File: src/rtl/key_schedule_ctrl.sv
// -----------------------------------------------------------------------------
// key_schedule_ctrl
//
// Sequencer that drives a single AES-128 singleKeyExpansion stage one round at
// a time and collects the complete key schedule (round keys 0..ROUNDS) in an
// internal key store. The round datapath reads keys back through a registered
// read port.
//
// Round timing, counting the cycle after the accepting start edge as cycle 1:
//   round r : SETUP in cycle 3r-2, EXP (enable) in 3r-1, CAP (capture) in 3r
//   DONE    : cycle 3*ROUNDS+1, done pulses and keys_valid rises
//
// Ports:
//   clk          system clock, rising edge
//   reset        asynchronous active-low reset
//   start        begin a schedule build (only acted on in IDLE)
//   cipher_key   round key 0, sampled on the accepting start edge
//   exp_key_in   previous round key, to expansion stage keyInput
//   exp_key_num  round index 1..ROUNDS, to expansion stage keyNum
//   exp_enable   expansion stage enable (one pulse per round)
//   exp_key_out  expansion stage keyOutput, valid the cycle after enable
//   busy         build in progress (SETUP/EXP/CAP)
//   done         one-cycle pulse once every round key is stored
//   keys_valid   key store holds a complete schedule
//   rd_addr      round key index to read
//   rd_reverse   (KEY_SCHED_REVERSE_RD_EN only) read slot ROUNDS-rd_addr
//   rd_key       registered read data, 0 when invalid or out of range
//
// Optional feature macro: KEY_SCHED_REVERSE_RD_EN adds the rd_reverse input
// for decryption-order reads.
// -----------------------------------------------------------------------------
module key_schedule_ctrl #(
    parameter int ROUNDS = 10,
    parameter int KEY_W  = 128
) (
    input  logic             clk,
    input  logic             reset,
    input  logic             start,
    input  logic [KEY_W-1:0] cipher_key,
    output logic [KEY_W-1:0] exp_key_in,
    output logic [3:0]       exp_key_num,
    output logic             exp_enable,
    input  logic [KEY_W-1:0] exp_key_out,
    output logic             busy,
    output logic             done,
    output logic             keys_valid,
    input  logic [3:0]       rd_addr,
`ifdef KEY_SCHED_REVERSE_RD_EN
    input  logic             rd_reverse,
`endif
    output logic [KEY_W-1:0] rd_key
);

    localparam logic [3:0] ROUNDS_4 = 4'(ROUNDS);

    typedef enum logic [2:0] {
        S_IDLE,
        S_SETUP,
        S_EXP,
        S_CAP,
        S_DONE
    } state_t;

    state_t           state;
    state_t           state_next;

    logic [3:0]       round;
    logic [KEY_W-1:0] cur_key;
    logic [KEY_W-1:0] slots [0:ROUNDS];
    logic [3:0]       rd_idx;

    logic             accept;
    logic             last_round;

    assign accept     = (state == S_IDLE) && start;
    assign last_round = (round == ROUNDS_4);

    // The expansion inputs come straight from registers that only change on
    // the edge entering SETUP, so they are stable before, during and after
    // the enable pulse and simply hold their last values in IDLE/DONE.
    assign exp_key_in  = cur_key;
    assign exp_key_num = round;

    // -------------------------------------------------------------------------
    // State register
    // -------------------------------------------------------------------------
    // NOTE: sequential state is written with non-blocking assignments only, so
    // every register samples pre-edge values regardless of process ordering.
    always_ff @(posedge clk or negedge reset) begin
        if (!reset) begin
            state <= S_IDLE;
        end else begin
            state <= state_next;
        end
    end

    // -------------------------------------------------------------------------
    // Next-state and control outputs
    // -------------------------------------------------------------------------
    // NOTE: every output of this block gets a default before the case so no
    // path leaves a signal unassigned, which would infer a latch.
    always_comb begin
        state_next = state;
        exp_enable = 1'b0;
        busy       = 1'b0;
        done       = 1'b0;
        unique case (state)
            S_IDLE: begin
                if (start) begin
                    state_next = S_SETUP;
                end
            end
            S_SETUP: begin
                busy       = 1'b1;
                state_next = S_EXP;
            end
            S_EXP: begin
                busy       = 1'b1;
                exp_enable = 1'b1;
                state_next = S_CAP;
            end
            S_CAP: begin
                busy       = 1'b1;
                state_next = last_round ? S_DONE : S_SETUP;
            end
            S_DONE: begin
                done       = 1'b1;
                state_next = S_IDLE;
            end
            default: begin
                state_next = S_IDLE;
            end
        endcase
    end

    // -------------------------------------------------------------------------
    // Round counter, current key and key store
    // -------------------------------------------------------------------------
    // cur_key is only advanced on non-final captures: the final round key is
    // already in the store, and leaving cur_key alone keeps exp_key_in at the
    // value it had during the last expansion.
    // NOTE: the key store is cleared by reset so a read after an aborted build
    // can never expose stale keys from an earlier schedule.
    always_ff @(posedge clk or negedge reset) begin
        if (!reset) begin
            round      <= '0;
            cur_key    <= '0;
            keys_valid <= 1'b0;
            for (int i = 0; i <= ROUNDS; i++) begin
                slots[i] <= '0;
            end
        end else begin
            if (accept) begin
                slots[0]   <= cipher_key;
                cur_key    <= cipher_key;
                round      <= 4'd1;
                keys_valid <= 1'b0;
            end
            if (state == S_CAP) begin
                slots[round] <= exp_key_out;
                if (last_round) begin
                    keys_valid <= 1'b1;
                end else begin
                    cur_key <= exp_key_out;
                    round   <= round + 4'd1;
                end
            end
        end
    end

    // -------------------------------------------------------------------------
    // Registered read port
    // -------------------------------------------------------------------------
    // The range check is always on rd_addr itself; in reverse mode the mapped
    // index ROUNDS-rd_addr is then guaranteed to be in range as well.
`ifdef KEY_SCHED_REVERSE_RD_EN
    assign rd_idx = rd_reverse ? (ROUNDS_4 - rd_addr) : rd_addr;
`else
    assign rd_idx = rd_addr;
`endif

    always_ff @(posedge clk or negedge reset) begin
        if (!reset) begin
            rd_key <= '0;
        end else if (keys_valid && (rd_addr <= ROUNDS_4)) begin
            rd_key <= slots[rd_idx];
        end else begin
            rd_key <= '0;
        end
    end

endmodule
File: config.mk
export PLATFORM = sky130hd
export DESIGN_NAME = key_schedule_ctrl
export DESIGN_NICKNAME = d
export VERILOG_FILES = /design/src/rtl/key_schedule_ctrl.sv
export SDC_FILE = /design/constraint.sdc
export NUM_CORES = 2
export LEC_CHECK = 0
export CORE_UTILIZATION = 59
export DETAILED_ROUTE_END_ITERATION = 7
export MAX_ROUTING_LAYER = met4
export PLACE_DENSITY = 0.85
export SLEW_MARGIN = 20
export SYNTH_ARGS = -nofsm -noshare
export SYNTH_HDL_FRONTEND = slang
export SYNTH_SLANG_ARGS = --single-unit
File: constraint.sdc
create_clock -name clk -period 2.6 [get_ports clk]
set_clock_uncertainty 0.15 [all_clocks]
set_input_delay 0.65 -clock clk [delete_from_list [all_inputs] [get_ports clk]]
set_output_delay 0.65 -clock clk [all_outputs]
set_load 0.02 [all_outputs]
## Word level (Yosys, flattened, before mapping)

Index checks and enable logic that the tools add are counted.

| word-level totals | value |
|---|---|
| input port bits | 263 |
| bits in registers | 1,672 |
| word-level logic and storage cells | 58 |
| output and inout port bits | 264 |

| cells by class | value |
|---|---|
| add/subtract/negate cells | 1 |
| mux-type cells | 24 |
| reduce and logical (&&, ||, !) cells | 5 |
| magnitude comparators | 4 |
| equal/unequal tests | 6 |
| bitwise logic cells | 2 |

Operator list:

| operator | number |
|---|---|
| $bwmux W1408 | 1 |
| $mux W1408 | 1 |
| $mux W128 | 8 |
| $bmux W128 S4 | 1 |
| $demux W128 S4 | 1 |
| $mux W4 | 3 |
| $pmux W3 S4 | 1 |
| $ge A5 B5 Y1 const B | 2 |
| $not A4 Y5 | 2 |
| $eq A3 B2 Y1 const B | 2 |
| $mux W1 | 6 |
| $mux W3 | 2 |
| $lt A5 B1 Y1 const B | 1 |
| $add A4 B1 Y4 const B | 1 |
| $eq A4 B4 Y1 const B | 1 |
| $le A4 B4 Y1 const B | 1 |
| $eq A3 B1 Y1 const B | 1 |
| $eq A3 B3 Y1 const B | 1 |
| $logic_and A1 B1 Y1 | 3 |
| $logic_not A3 Y1 | 1 |
| $reduce_or A3 Y1 | 1 |
| $ne A2 B2 Y1 const B | 1 |

## Logic depth before layout (Yosys ltp)

| logic depth | value |
|---|---|
| depth after elaboration | 7 |
| gate-level depth with buffers | 7 |
| mapped depth without buffers | 5 |

## Worst setup path before layout

Ideal clock, no wire load.

| timing path | value |
|---|---|
| path type | input to register |
| start point | in rd_addr[0] |
| end point | reg rd_key[16] |
| data arrival time | 2.125 ns |
| path buffers | 2 |
| stages | 5 |
| path slack | 0.189 ns |
| required time | 2.314 ns |
| library setup time | 0.136 ns |
| cell sequence | clkbuf_1 buf_1 mux4_2 o22ai_1 nor3_1 |

| on the way | value |
|---|---|
| longest elaborated chain between the ends | 5 |
| elaborated cells between the ends (all ways) | 7 |
| those cells by class | order compare (1); mux (4); bitwise (1); reduce/logical (1) |

Ends and longest elaborated chain:

| what | RTL line | source |
|---|---|---|
| from (decl) | 47 | `input logic [3:0] rd_addr,` |
| $not A4 Y5 (implied by the code) | 186 | `rd_key <= slots[rd_idx];` |
| $bmux W128 S4 | 186 |  |
| $mux W128 (implied by the code) (2 in a row) | 186 |  |
| $mux W128 * | 185 | `end else if (keys_valid && (rd_addr <= ROUNDS_4)) begin` |
| to (signal assigned) | 186 |  |
| to (decl) | 51 | `output logic [KEY_W-1:0] rd_key` |

Every way passes the cells marked *; elsewhere a longest branch is shown, timed or not. The select of a mux whose other input is x is not followed.
A chain may end at the register's enable or synchronous reset.

==> run metrics <==
status finished, violations left; failing checks setup timing; final instance area 0.08848 mm2; Post-Route WL 198700 um; Sink Count roughly 1700; Post-Place Cell Area just over 0.08 mm2; total gr overflow 0; fin crit share 1.001; YS warnings 0; clock latency on the worst-skew pair 0.82 ns; die area 0.1261 mm2; top cell type's share of synthesized area 0.5686; main flop type after synthesis dfrtp_1; Area contributors post-synth dfrtp_1 (57%), mux2_2 (25%), mux4_2 (7.8%); Cell variety after synth 36; Nets 5559; Final HPWL DP approximately 120000 um; Max Fclk 384.2 MHz; Cell Count Post-Placement 6749; critical path launch point type flip-flop; most frequent cells in the layout dfrtp_1 (1668), mux2_2 (1636), clkdlybuf4s50_1 (307); Max FO, Critical Path 43; Setup crit end kind flip-flop; Initial Util 0.5952; Pre-antenna DRT Iters 6; vias in the first global route around 50000; crit path max-delay cell type mux2_2; CTS tree built; Leak Pwr approximately 38 nW; H-tree depth 4; Fill cells ~7600; Max VDD drop 812.5 uV; gpl congestion 0.8349; die width 355.2 um; relative slew slack 0.5518; Seq/Total Area, Yosys 0.5686; cell area after synthesis 0.07358 mm2; RSZ-0062 raised after global routing yes; largest net degree at the start of global routing around 110; vias per inst around 6.6; DRC errors left 0; Vias around 46000; CORE AREA 0.1236 mm2; post-synthesis async set-or-reset flop share 1.000; num rows ~130; CP startpoint state[0]; Hold Crit Class in -> async; PD cells 1162 mW/mm2; fin. max-slew vios 0; R2R Setup Slk -0.003 ns; post-layout util 0.7156; Die H 355.2 um; CP max stage delay 0.39 ns; crit path setup slack, layout -0.002603 ns; synthesis-to-finish area growth 20.24%; Reg2Reg Launch Point state[0]; most used cell, CP buf_4; Syn Area/Cell ~15 um2; CP arrival between 3 and 4 ns; multi-input logic area roughly 0.03 mm2; clock buffer depth 3; cells on worst reg2reg path 8; Least-Margin Pin Slew 0.6723 ns; worst path cell trace buf_4 > buf_4 > nor4bb_2 > buf_4 > nand3b_1 > buf_4 > clkbuf_16 > mux2_2; CP Class reg -> reg; post-synth top area cell dfrtp_1; pre-CTS WS -0.2313 ns; final std cells w/o fill 7076; min cycle time layout 2.603 ns; Setup-failing EPs final 1; commonest non-fill, non-tap cell in the layout dfrtp_1; GRT Util Overall 0.3281; TritonCTS buffer count 169; FF+latch count, synth ~1700; max-cap violation count 0; EDFF count, synth 0; Final ANT Viol Nets 0; syn_nets 5053; Final Hold Vio Count 0; cell count after synthesis 4786; clock transition at the registers of the reported paths 0.06 ns; layout cell share with drive strength beyond 1 0.4673; first-pass GRT wire length 306800 um; I/O Buffers 526; I/O Pins 527; Setup TNS -0.002603 ns; Critical Path RT 3.14 ns; drt wl/cell 28.08 um; Iter 0 DRT Violations approximately 3700; CTS root buf clkbuf_16; initial antenna violation count 10; register area 0.04185 mm2
-- cells by family after synthesis --
group,after synthesis,share of synthesized area
fa+ha+maj,4,0.0006802
xor+xnor,1,0.0001190
simple gates,289,0.02246
buf+inv,503,0.02891
flops,1672,0.5686
mux,1924,0.3350
compound gates,393,0.04424
-- power by group --
| part | leakage (nW) | switching (mW) | total (mW) | internal (mW) |
|---|---|---|---|---|
| Sequential | 20.0 | 6.92 | 45.4 | 38.5 |
| Clock | 2.88 | 10.6 | 25.2 | 14.6 |
| Combinational | 15.2 | 13.1 | 32.2 | 19.1 |
-- what timing repair did --
item	4_1_cts	5_1_grt
hold buffers	1	0
gates cloned	0	1
setup endpoints to repair	211	123
gates resized for setup	227	12
endpoints found under the hold margin	108	0
setup buffers	5	2
-- how the worst min path moves through the flow --
stage,to,cells after the start
2_1_floorplan,asynchronous set/reset pin,0
3_3_place_gp,flip-flop,1
3_5_place_dp,flip-flop,1
4_1_cts,asynchronous set/reset pin,2
5_1_grt,asynchronous set/reset pin,2
6_report,asynchronous set/reset pin,2
-- synth_stat cells, types with 4 or more instances --
cell	instances
inv_1	4
nor2_1	7
buf_6	6
ha_1	4
buf_2	155
buf_1	20
mux2_4	28
mux2i_1	4
a221oi_1	127
dfrtp_1	1672
clkbuf_1	318
and2_1	129
nand3_1	7
mux2_2	1636
nor3_1	127
o22ai_1	127
mux4_2	256
a21oi_1	4
nand3b_1	6
a221o_1	128
-- metrics by stage --
stage | power [mW] | hold WS (ns)
after floorplan | 66.24 | 0.2044
after global placement | 75.09 | 0.3309
after detailed placement | 77.56 | 0.3371
after CTS | 102.7 | 0.2424
after global routing | 107.2 | 0.2665
final | 102.8 | 0.2875
-- worst max-delay path, delay by kind of cell (launching register included) --
kind          cells  cell delay, ns
buf+inv           5            0.95
simple gates      2            0.45
mux               1            0.39
flops             1            0.37
-- area by class of cell --
type,count,area share
antenna,6,0.0001697
clock buffer,249,0.05662
clock inverter,63,0.009588
inverter,4,0.0002263
multi-input combinational,2611,0.3366
sequential,1672,0.4729
tap,1637,0.02315
timing repair buffer,834,0.1007
-- per-layer routing --
| metal | vias to the layer above | part of all wire | global-route usage |
|---|---|---|---|
| met4 | 0 | 0.034 | 0.1198 |
| met3 | 447 | 0.061 | 0.05000 |
| li1 | 18991 | - | - |
| met2 | 1915 | 0.50 | 0.5246 |
| met1 | 25104 | 0.41 | 0.4291 |
| met5 | - | 0 | - |
(Power assumes the default switching activity.)
